===== config.mk =====
export PLATFORM = sky130hd
export DESIGN_NAME = mac_operand_driver
export DESIGN_NICKNAME = d
export VERILOG_FILES = /design/src/rtl/mac_operand_driver_pkg.sv /design/src/rtl/mac_operand_driver_fifo.sv /design/src/rtl/mac_operand_driver.sv
export SDC_FILE = /design/constraint.sdc
export NUM_CORES = 1
export LEC_CHECK = 0
export CAP_MARGIN = 40
export CORE_UTILIZATION = 48
export DETAILED_ROUTE_END_ITERATION = 8
export PLACE_DENSITY_LB_ADDON = 0.15
export SKIP_CTS_REPAIR_TIMING = 1
export SYNTH_ARGS = -nofsm -noshare
export SYNTH_HDL_FRONTEND = slang
export SYNTH_SLANG_ARGS = --single-unit

===== constraint.sdc =====
create_clock -name clk -period 5 [get_ports clk]
set_input_delay 1 -clock clk [delete_from_list [all_inputs] [get_ports clk]]
set_output_delay 1 -clock clk [all_outputs]
set_load 0.01 [all_outputs]

===== src/rtl/mac_operand_driver_pkg.sv =====
// Shared definitions for the MAC operand driver: FSM state encodings and
// default operand/result widths.
package mac_operand_driver_pkg;

    // Default widths matching the MAC datapath (A/B operands, accumulated out)
    localparam int DEF_DATA_W = 4;
    localparam int DEF_RES_W  = 12;

    // Handshake sequencer states, fixed 3-bit encodings
    typedef enum logic [2:0] {
        ST_IDLE   = 3'd0,
        ST_LAUNCH = 3'd1,
        ST_WAIT   = 3'd2,
        ST_HOLD   = 3'd3,
        ST_GAP    = 3'd4
    } drv_state_t;

endpackage


===== src/rtl/mac_operand_driver_fifo.sv =====
// Small synchronous FIFO holding operand pairs ahead of the MAC launcher.
// DEPTH must be a power of two so the pointers wrap naturally.
// Push while full is honoured only when a pop happens in the same cycle.
module mac_operand_driver_fifo #(
    parameter int DEPTH = 4,
    parameter int WIDTH = 8
) (
    input  logic                       clk,
    input  logic                       rst,
    input  logic                       push,
    input  logic [WIDTH-1:0]           wdata,
    input  logic                       pop,
    output logic [WIDTH-1:0]           rdata,
    output logic                       full,
    output logic                       empty,
    output logic [$clog2(DEPTH):0]     count
);

    localparam int PTR_W = $clog2(DEPTH);
    localparam int CNT_W = PTR_W + 1;

    logic [WIDTH-1:0] mem [DEPTH];
    logic [PTR_W-1:0] wr_ptr_reg;
    logic [PTR_W-1:0] rd_ptr_reg;
    logic [CNT_W-1:0] count_reg;
    logic             push_ok;
    logic             pop_ok;

    assign full    = (count_reg == CNT_W'(DEPTH));
    assign empty   = (count_reg == '0);
    assign count   = count_reg;
    assign pop_ok  = pop & ~empty;
    assign push_ok = push & (~full | pop_ok);

    // Head of queue is visible without a read cycle so IDLE can latch it directly
    assign rdata = mem[rd_ptr_reg];

    // Storage write; contents need no reset because count gates every read
    always_ff @(posedge clk) begin
        if (push_ok) begin
            mem[wr_ptr_reg] <= wdata;
        end
    end

    // Pointer and occupancy tracking; simultaneous push/pop leaves count unchanged
    always_ff @(posedge clk or posedge rst) begin
        if (rst) begin
            wr_ptr_reg <= '0;
            rd_ptr_reg <= '0;
            count_reg  <= '0;
        end else begin
            if (push_ok) begin
                wr_ptr_reg <= wr_ptr_reg + 1'b1;
            end
            if (pop_ok) begin
                rd_ptr_reg <= rd_ptr_reg + 1'b1;
            end
            case ({push_ok, pop_ok})
                2'b10:   count_reg <= count_reg + 1'b1;
                2'b01:   count_reg <= count_reg - 1'b1;
                default: count_reg <= count_reg;
            endcase
        end
    end

endmodule


===== src/rtl/mac_operand_driver.sv =====
// Initiator side of the MAC go/done handshake. Buffers host operand pairs,
// launches one MAC operation per pair, waits for done and hands the result
// back over a valid/ready channel. Only one operation is ever in flight.
// Optional feature macro: MAC_DRV_TIMEOUT_EN adds a done watchdog that
// returns a zero result and raises a sticky timeout flag.
module mac_operand_driver
    import mac_operand_driver_pkg::*;
#(
    parameter int DATA_W      = DEF_DATA_W,
    parameter int RES_W       = DEF_RES_W,
    parameter int FIFO_DEPTH  = 4,
    parameter int TIMEOUT_CYC = 64
) (
    input  logic              clk,
    input  logic              rst,
    input  logic              in_valid,
    input  logic [DATA_W-1:0] in_a,
    input  logic [DATA_W-1:0] in_b,
    output logic              in_ready,
    output logic [DATA_W-1:0] mac_a,
    output logic [DATA_W-1:0] mac_b,
    output logic              mac_go,
    input  logic [RES_W-1:0]  mac_out,
    input  logic              mac_done,
    output logic              res_valid,
    output logic [RES_W-1:0]  res_data,
    input  logic              res_ready,
    output logic              busy,
    output logic              timeout
);

    localparam int PAIR_W = 2 * DATA_W;
    localparam int CNT_W  = $clog2(FIFO_DEPTH) + 1;

    drv_state_t        state_reg;
    logic              fifo_push;
    logic              fifo_pop;
    logic              fifo_full;
    logic              fifo_empty;
    logic [PAIR_W-1:0] fifo_head;
    logic [CNT_W-1:0]  fifo_count;
    logic              wait_expired;

    // Ready comes from the registered count only, never from this cycle's pop
    assign in_ready  = ~fifo_full;
    assign fifo_push = in_valid & ~fifo_full;
    assign fifo_pop  = (state_reg == ST_IDLE) & ~fifo_empty;
    assign busy      = (state_reg != ST_IDLE) | (fifo_count != '0);

    mac_operand_driver_fifo #(
        .DEPTH (FIFO_DEPTH),
        .WIDTH (PAIR_W)
    ) u_fifo (
        .clk   (clk),
        .rst   (rst),
        .push  (fifo_push),
        .wdata ({in_a, in_b}),
        .pop   (fifo_pop),
        .rdata (fifo_head),
        .full  (fifo_full),
        .empty (fifo_empty),
        .count (fifo_count)
    );

`ifdef MAC_DRV_TIMEOUT_EN
    localparam int TMO_W = $clog2(TIMEOUT_CYC + 1);

    logic [TMO_W-1:0] wait_cnt_reg;
    logic             timeout_reg;

    // Fires on the last permitted WAIT cycle if done has still not arrived
    assign wait_expired = (state_reg == ST_WAIT) & ~mac_done &
                          (wait_cnt_reg == TMO_W'(TIMEOUT_CYC - 1));
    assign timeout      = timeout_reg;

    // Counts WAIT cycles of the current operation; cleared in every other state
    always_ff @(posedge clk or posedge rst) begin
        if (rst) begin
            wait_cnt_reg <= '0;
        end else if ((state_reg == ST_WAIT) && !mac_done) begin
            wait_cnt_reg <= wait_cnt_reg + 1'b1;
        end else begin
            wait_cnt_reg <= '0;
        end
    end

    // Sticky watchdog flag, only cleared by reset
    always_ff @(posedge clk or posedge rst) begin
        if (rst) begin
            timeout_reg <= 1'b0;
        end else if (wait_expired) begin
            timeout_reg <= 1'b1;
        end
    end
`else
    // Without the watchdog WAIT lasts until done, however long that takes
    assign wait_expired = 1'b0;
    assign timeout      = 1'b0;

    // The timeout setting is meaningless here; a degenerate value changes nothing
    if (TIMEOUT_CYC < 1) begin : g_timeout_unused
    end
`endif

    // Handshake sequencer with registered MAC and host-side outputs
    always_ff @(posedge clk or posedge rst) begin
        if (rst) begin
            state_reg <= ST_IDLE;
            mac_a     <= '0;
            mac_b     <= '0;
            mac_go    <= 1'b0;
            res_valid <= 1'b0;
            res_data  <= '0;
        end else begin
            case (state_reg)
                ST_IDLE: begin
                    if (!fifo_empty) begin
                        mac_a     <= fifo_head[PAIR_W-1:DATA_W];
                        mac_b     <= fifo_head[DATA_W-1:0];
                        mac_go    <= 1'b1;
                        state_reg <= ST_LAUNCH;
                    end
                end
                ST_LAUNCH: begin
                    mac_go    <= 1'b0;
                    state_reg <= ST_WAIT;
                end
                ST_WAIT: begin
                    if (mac_done) begin
                        res_data  <= mac_out;
                        res_valid <= 1'b1;
                        state_reg <= ST_HOLD;
                    end else if (wait_expired) begin
                        res_data  <= '0;
                        res_valid <= 1'b1;
                        state_reg <= ST_HOLD;
                    end
                end
                ST_HOLD: begin
                    if (res_ready) begin
                        res_valid <= 1'b0;
                        state_reg <= ST_GAP;
                    end
                end
                ST_GAP: begin
                    // Quiet cycle so the MAC can drop done before the next go
                    state_reg <= ST_IDLE;
                end
                default: begin
                    mac_go    <= 1'b0;
                    res_valid <= 1'b0;
                    state_reg <= ST_IDLE;
                end
            endcase
        end
    end

endmodule


==> results of run 1 <==
[final timing paths]
path | to | slack [ns]
worst max-delay path | busy | 2.08
max in group asynchronous | mac_a[3] | 3.65
min in group asynchronous | res_data[11] | 1.06
worst min-delay path | u_fifo.count[2] | 0.48
worst max register to register | u_fifo.count[2] | 2.81
worst min register to register | u_fifo.count[2] | 0.48
[worst max-delay path, stage by stage, from the launching register on]
cell and delay (ns):
dfrtp_1 0.43, or3_1 0.47, nand2b_1 0.20, clkdlybuf4s50_1 0.49
[layer usage]
layer,vias up,track usage [%],part of all wire (%)
met2,52,30.95,51
met1,711,20.42,40
met3,9,5.159,6.2
met5,-,0,0
li1,653,-,-
met4,0,9.877,2.2
[per-stage QoR]
step	area, sq um	worst slack [ns]	utilization, %
CTS	3278	2.051	63.78
finish	3286	2.078	63.92
detailed placement	3124	2.126	60.78
global route	3286	1.980	63.92
floorplan	2592	2.792	-
global placement	3124	2.275	60.78
[cells by family after synthesis]
logic type               share of synthesized area (%)
AND/OR/NAND/NOR                                  5.695
AO/OA/AOI/OAI                                    1.544
adder cells (fa/ha/maj)                          3.185
flip-flops                                       67.95
buffers and inverters                            2.847
other                                           0.1446
multiplexers                                     16.60
XOR/XNOR                                         2.027
[area by class of cell]
type | instances | area [sq um] | area share (%)
inverters | 8 | 30.03 | 0.9139
clock inverters | 6 | 26.28 | 0.7997
clock buffers | 10 | 127.6 | 3.884
well taps | 70 | 87.58 | 2.666
repair buffers | 50 | 495.5 | 15.08
flip-flops and latches | 64 | 1762 | 53.62
multi-input cells | 72 | 757.0 | 23.04
[power by group through the flow]
stage               combinational (mW)  clock, mW  sequential, mW
floorplan                        0.466          0           0.875
global placement                 0.715          0           0.886
detailed placement               0.750          0           0.904
CTS                              0.751      0.364           0.895
global route                     0.809      0.383           0.919
finish                           0.741      0.353           0.890
[cell usage in the layout, fill, tap and decap left out, types with 4 or more instances in the layout]
cell type,n
xnor2_1,4
dfrtp_1,32
and3_2,4
ha_1,5
inv_1,8
clkdlybuf4s50_1,48
mux4_2,8
mux2_2,20
clkbuf_8,9
edfxtp_1,32
==> out/results.ini, run 1 <==
[cts]
cts_inserted_buffers = 9
cts_tree = built
clk_latency_ns = 0.33
htree_levels = 3
path_clk_slew_ns = 0.06
clk_path_buf_depth = 2
cts_num_sinks = 64
root_buffer = clkbuf_8

[grt]
grtUsageTotal_pct = 18.03
grt_max_degree = 33
grt_pass1_wl_um = 6927
grt_overflow = 0
grt_pass1_vias = 1483
antenna_found_initial = 0

[routing]
wirelength_um = 4477
dr.first_iter.drc_count = 53
viasPerCell = 5.089
drc = 0
firstDrtPassIters = 4
wl_per_cell_um = 15.99
final_antenna_net_count = 0
vias = 1425

[logic_synthesis]
synth_warnings = 0
synth_edf_count = 32
yosys.area.top_type = edfxtp_1
ys_async_sr_fraction_pct = 50.00
syn_area_sq_mm = 0.002592
synth_commonest_cells = dfrtp_1 (32), edfxtp_1 (32), mux2_2 (20), inv_1 (8), mux4_2 (8)
synth_area_leaders = edfxtp_1 (37%), dfrtp_1 (31%), mux2_2 (8.7%)
ys_seq_area_share_pct = 67.95
synth.distinct_cells = 31
syn_inst = 151
syn_area_per_cell_sq_um = 17.17
synth_ff_type = edfxtp_1
synthDominantCellAreaShare_pct = 37.07
synth_nets = 182
synth-seq-cells = 64

[placement]
detailed_place_hpwl_um = 3064
gp_congestion = 0.7194
port-buffer-count = 48
placed_cells = 263

[power]
switching_share_pct = 30.94
peakVddDrop_mv = 0.3227
pwr-share-seq_pct = 44.8
combPwrFrac_pct = 37.3
total_power_mw = 1.984
clock_power_share_pct = 17.8
powerDensity_mw_per_mm2 = 603.9
internal_power_mw = 1.370
p_leak_nw = 1.280
p_sw_mw = 0.6139

[sta]
tns_ns = 0
drv_slew = 0
holdWs_ns = 0.4843
min_period_ns = 2.922
slew_headroom_pct = 57.81
setup_viol = 0
worstMarginPinSlew_ns = 0.6329
fmax_ghz = 0.3422
hold_viol = 0
skew_ns = 0.005304
min_period_over_period_pct = 58.44
rsz0062_at_grt = no

[die]
initial_core_util_pct = 50.44
fp.dieW_um = 75.49
fp.dieH_um = 75.49
floorplan.core_area_sq_mm = 0.005140
rows = 26
ios = 50
die_area_sq_mm = 0.005699

[hold_path]
hold_class = flop to flop
hp-start = u_fifo.count[2]
hold_path_depth = 1

[outcome]
status = complete, no violations

[critical_path]
reg2reg_from = u_fifo.count[0]
crit_required_ns = 4.00
cp-end-kind = primary output
critPathKind = flop to primary output
cp.arrival_ns = 1.92
r2r_cells = 9
worst_setup_path_start_kind = flop
cp_max_fo = 5
cp-startpoint = u_fifo.count[0]

[final_layout]
fin_nets = 236
antenna_cells = 0
area_growth_pct = 26.74
regMostFlops = u_fifo.mem
n_fill_cell = 406
reg.largest.list = u_fifo.mem: 32 flops, res_data: 12 flops
finalNonFillerCells = 280
largest_reg_flops = 32
drive_above_1_share_pct = 24.76

[flow_run]
cap_violations = 0

(Power assumes the default switching activity.)
==> run 2, diff against run 1 <==
==> constraint.sdc (replaced) <==
create_clock -name clk -period 2.8 [get_ports clk]
set_input_delay 0.56 -clock clk [delete_from_list [all_inputs] [get_ports clk]]
set_output_delay 0.56 -clock clk [all_outputs]
set_load 0.01 [all_outputs]
==> run 2 against run 1 <==
  * Sequential power up 78%
  * Hold slack gained 0.011 ns
  * Power up 83%
  * Largest power group unchanged
==> out/results.ini, run 2 (synthesized netlist as in run 1, its figures left out) <==
[cts]
clk_latency_ns = 0.33  ; about the same
clk_path_buf_depth = 2  ; unchanged
cts_inserted_buffers = 9  ; unchanged
cts_num_sinks = 64  ; unchanged
htree_levels = 3  ; unchanged
path_clk_slew_ns = 0.06  ; about the same
root_buffer = clkbuf_8
cts_tree = built

[final_layout]
finalNonFillerCells = 280  ; unchanged
antenna_cells = 0  ; unchanged
reg.largest.list = u_fifo.mem: 32 flops, res_data: 12 flops
area_growth_pct = 27.70
fin_util_pct = 64.41  ; +0.49 points
fin_nets = 236  ; unchanged
layout_commonest_cell = clkdlybuf4s50_1
drive_above_1_share_pct = 24.76  ; unchanged
n_fill_cell = 406  ; unchanged
regMostFlops = u_fifo.mem
fin_area_sq_mm = 0.003311  ; +0.76%
largest_reg_flops = 32  ; unchanged
layout_common_cells = clkdlybuf4s50_1 (48), dfrtp_1 (32), edfxtp_1 (32)

[placement]
placed_cells = 264  ; +0.38%
place_area_sq_mm = 0.003132  ; +0.24%
pre_cts_slack_ns = 0.4175  ; -1.709 ns
detailed_place_hpwl_um = 2911  ; -5.0%
port-buffer-count = 48  ; unchanged
gp_congestion = 0.6709  ; -6.7%

[sta]
drv_slew = 0  ; unchanged
fmax_ghz = 0.4041
min_period_over_period_pct = 88.39
min_period_ns = 2.475
slew_headroom_pct = 59.66  ; +1.9 points
holdWs_ns = 0.4953  ; +0.01101 ns
worstMarginPinSlew_ns = 0.6050  ; -0.02784 ns
setup_slack_ns = 0.3251  ; -1.753 ns
rsz0062_at_grt = no
setup_viol = 0  ; unchanged
skew_ns = 0.004067  ; -0.001236 ns
hold_viol = 0  ; unchanged
tns_ns = 0  ; unchanged

[power]
p_sw_mw = 1.083  ; +76%
switching_share_pct = 29.89  ; -1.1 points
p_leak_nw = 1.290  ; +0.77%
pwr-share-seq_pct = 43.6  ; -1.2 points
total_power_mw = 3.624  ; +83%
powerDensity_mw_per_mm2 = 1095  ; +81%
clock_power_share_pct = 19.9  ; +2.1 points
internal_power_mw = 2.541  ; +85%
peakVddDrop_mv = 0.4714  ; +46%
combPwrFrac_pct = 36.6  ; -0.7 points

[die]
fp.dieH_um = 75.49  ; unchanged
rows = 26  ; unchanged
die_area_sq_mm = 0.005699  ; unchanged
floorplan.core_area_sq_mm = 0.005140  ; unchanged
fp.dieW_um = 75.49  ; unchanged
initial_core_util_pct = 50.44  ; unchanged
ios = 50  ; unchanged

[routing]
final_antenna_net_count = 0  ; unchanged
firstDrtPassIters = 3  ; -1
viasPerCell = 4.961  ; -2.5%
wl_per_cell_um = 15.44  ; -3.4%
wirelength_um = 4324  ; -3.4%
drc = 0  ; unchanged
vias = 1389  ; -2.5%
dr.first_iter.drc_count = 62  ; +17%

[critical_path]
worst_setup_path_start_kind = flop
rrSetupSlack_ns = 0.59  ; -2.22 ns
crit_required_ns = 2.24  ; -1.76 ns
cp_max_fo = 5  ; unchanged
critPathKind = flop to primary output
cp-end-kind = primary output
cp.arrival_ns = 1.91  ; about the same

[grt]
antenna_found_initial = 0  ; unchanged
grt_pass1_vias = 1456  ; -1.8%
grt_max_degree = 33  ; unchanged
grt_pass1_wl_um = 6672  ; -3.7%
grt_overflow = 0  ; unchanged
grtUsageTotal_pct = 17.64  ; -0.40 points

[flow_run]
cap_violations = 0  ; unchanged

[outcome]
status = complete, no violations

[hold_path]
hold_class = flop to flop

-- run 2: cell count changes in the layout (fill, tap and decap cells not counted) --
| cell | previous run | this run |
|---|---|---|
| clkinv_2 | 3 | 2 |
| bufinv_16 | 0 | 1 |
| clkinv_1 | 3 | 2 |
| clkbuf_1 | 1 | 2 |
-- run 2: layout make-up --
| class | instances | area [sq um] | share of cell area [%] |
|---|---|---|---|
| sequential | 64 | 1762 | 53.21 |
| multi-input combinational | 72 | 757.0 | 22.86 |
| timing repair buffer | 50 | 495.5 | 14.97 |
| clock buffer | 11 | 131.4 | 3.968 |
| tap | 70 | 87.58 | 2.645 |
| clock inverter | 5 | 47.55 | 1.436 |
| inverter | 8 | 30.03 | 0.9070 |
-- run 2: worst paths after layout --
kind | depth (start not counted) | startpoint | end
worst max register to register | 9 | u_fifo.count[0] | u_fifo.count[2]
max in group asynchronous | 3 | rst | mac_b[2]
worst min-delay path | 1 | u_fifo.count[2] | u_fifo.count[2]
min in group asynchronous | 3 | rst | res_valid
worst min register to register | 1 | u_fifo.count[2] | u_fifo.count[2]
worst max-delay path | 3 | u_fifo.count[0] | busy
-- run 2: critical path, stage by stage (launching register included) --
cell and delay, ns:
dfrtp_1 0.42, or3_1 0.47, nand2b_1 0.20, clkdlybuf4s50_1 0.49
-- run 2: power groups by stage --
stage,Sequential (mW),Combinational [mW],Clock (mW)
6_report,1.58,1.33,0.720
5_1_grt,1.63,1.45,0.777
4_1_cts,1.59,1.35,0.748
3_5_place_dp,1.60,1.34,0
3_3_place_gp,1.58,1.29,0
2_1_floorplan,1.56,0.833,0
-- run 2: metal layers --
| metal | GRT usage, % | vias up | share of wire [%] |
|---|---|---|---|
| li1 | - | 656 | - |
| met5 | 0 | - | 0 |
| met3 | 4.762 | 8 | 5.2 |
| met4 | 12.35 | 0 | 2.3 |
| met2 | 29.56 | 41 | 50 |
| met1 | 19.63 | 684 | 42 |
==> RTL edit: new RTL, config.mk and constraints of run 2 <==
Change the parameter `FIFO_DEPTH` from 4 to 8.
--- a/src/rtl/mac_operand_driver.sv
+++ b/src/rtl/mac_operand_driver.sv
@@ -9,5 +9,5 @@
     parameter int DATA_W      = DEF_DATA_W,
     parameter int RES_W       = DEF_RES_W,
-    parameter int FIFO_DEPTH  = 4,
+    parameter int FIFO_DEPTH  = 8,
     parameter int TIMEOUT_CYC = 64
 ) (
Formal check against the unedited RTL: not equivalent (Yosys sat finds a counterexample within 10 cycles, from zero or initial values and one cycle with rst high).
==> RTL edit against run 2 <==
Clock skew increased by 0.0080 ns. Routed wire length grew 56%. Setup slack improved by 0.0060 ns. Power is 32% higher. Final area is 44% higher. Sequential cell count grew 35. Via count grew 52%. Synthesized area rose by 53%. Critical path depth fell by 1. Largest power group unchanged.
==> RTL edit: results (changes against run 2) <==
| Metric | Value |
|---|---|
| Post-synth ARST share | `0.354 (-0.146)` |
| Max IR drop VDD | `0.495 mV (+5.0%)` |
| Clock skew | `0.0121 ns (+0.00802 ns)` |
| Leakage | `1.77 nW (+37%)` |
| Drt total wl | `6730 um (+56%)` |
| Regs by FF count | `u_fifo.mem (64), res_data (12)` |
| Clock Pin Slew Worst Setup and Hold Paths | `0.09 ns (+0.03 ns)` |
| Number of vias per cell | `5.28 (+6.4%)` |
| Kind of critical path | `reg -> out` |
| DRT iter0 DRCs | `125 (+100%)` |
| First drt pass iteration count | `4 (+1)` |
| Netlist cell types | `36 (+16%)` |
| Largest net degree at the start of global routing | `36 (+9.1%)` |
| First-pass GRT wire length | `10,700 um (+61%)` |
| Synth top area cells | `edfxtp_1 (48%), dfrtp_1 (22%), mux4_2 (9.1%)` |
| Synth top cells by count | `edfxtp_1 (64), dfrtp_1 (35), nand2_1 (20), mux4_2 (16), mux2_2 (14)` |
| Post-synth EDFFs | `64 (+100%)` |
| Share of layout cells above drive strength 1 | `0.205 (-0.0429)` |
| Gr usage total | `0.172 (-0.00440)` |
| RePlAce Congestion | `0.749 (+12%)` |
| Worst-Margin Slew | `0.774 ns (+0.169 ns)` |
| HPWL Detailed | `4410 um (+51%)` |
| Status | `finished clean` |
| Slowest CP cell | `or4b_4` |
| R2r startpoint | `u_fifo.count[2]` |
| Crit Path Max Fanout | `6 (+1)` |
| Hold_sp | `mac_b[2]` |
| # diodes | `0 (unchanged)` |
| Fraction of the yosys area taken by sequential cells | `0.704 (+0.0247)` |
| Synthesized Nets | `265 (+46%)` |
| Final #Nets | `323 (+37%)` |
| Dpl cell area | `4590 um^2 (+46%)` |
| Clock Latency Late Sink | `0.36 ns (+0.03 ns)` |
| Synth top area share | `0.484 (+0.113)` |
| Worst path max stage delay | `0.59 ns (+0.10 ns)` |
==> RTL edit: cell count changes after synthesis, moves of 3 or more <==
cell      before  now
nand2_1        3   20
and3_2         4    0
mux4_2         8   16
dfrtp_1       32   35
edfxtp_1      32   64
mux2i_1        1    8
o21ai_0        2   10
nor2b_1        0    4
nor3_1         0    4
nor2_1         3   11
inv_1          8    1
mux2_2        20   14
==> RTL edit: stage by stage <==
stage / worst slack [ns] / hold WS, ns / util / std cells
2_1_floorplan: 0.493 / 0.474 / - / 235
3_3_place_gp: 0.403 / 0.460 / 0.585 / 384
3_5_place_dp: 0.365 / 0.469 / 0.585 / 384
4_1_cts: 0.312 / 0.490 / 0.608 / 400
5_1_grt: 0.183 / 0.512 / 0.608 / 400
6_report: 0.331 / 0.485 / 0.608 / 400
==> RTL edit: cells by family after synthesis <==
family | Yosys count | share of synthesized area
other | 1 | 0.000944
AND/OR/NAND/NOR | 53 | 0.0668
AO/OA/AOI/OAI | 17 | 0.0230
XOR/XNOR | 8 | 0.0176
adder cells (fa/ha/maj) | 5 | 0.0157
flip-flops | 99 | 0.704
multiplexers | 38 | 0.151
buffers and inverters | 14 | 0.0211
==> RTL edit: critical path, delay by kind of cell, from the launching register on <==
family                 cells  cell delay, ns
flip-flops                 1            0.46
AND/OR/NAND/NOR            1            0.59
buffers and inverters      1            0.50
==> RTL edit: final timing paths <==
check / endpoint / slack (ns) / depth (start not counted)
worst max-delay path: in_ready / 0.33 / 2
worst min-delay path: mac_b[2] / 0.48 / 2
worst max register to register: u_fifo.count[2] / 0.41 / 9
worst min register to register: mac_b[2] / 0.48 / 2
max in group asynchronous: u_fifo.rd_ptr_reg[2] / 1.88 / 3
min in group asynchronous: res_data[0] / 0.61 / 3
==> RTL edit: metal layers <==
layer,up-vias,global-route usage,share of wire
li1,998,-,-
met2,69,0.263,0.46
met5,-,0,0
met4,0,0.0769,0.018
met1,1036,0.235,0.46
met3,9,0.0415,0.058
==> RTL edit: where the power goes <==
part	total, mW	leakage, nW	internal [mW]	switching (mW)
Combinational	1.67	0.672	0.949	0.719
Sequential	2.27	1.00	1.96	0.314
Clock	0.858	0.0944	0.357	0.501
==> RTL edit: layout make-up <==
class / count / area, um^2
flip-flops and latches: 99 / 2800
fillers: 602 / 3070
clock buffers: 10 / 138
repair buffers: 59 / 563
well taps: 102 / 128
inverters: 2 / 7.51
multi-input cells: 122 / 1090
clock inverters: 6 / 50.0
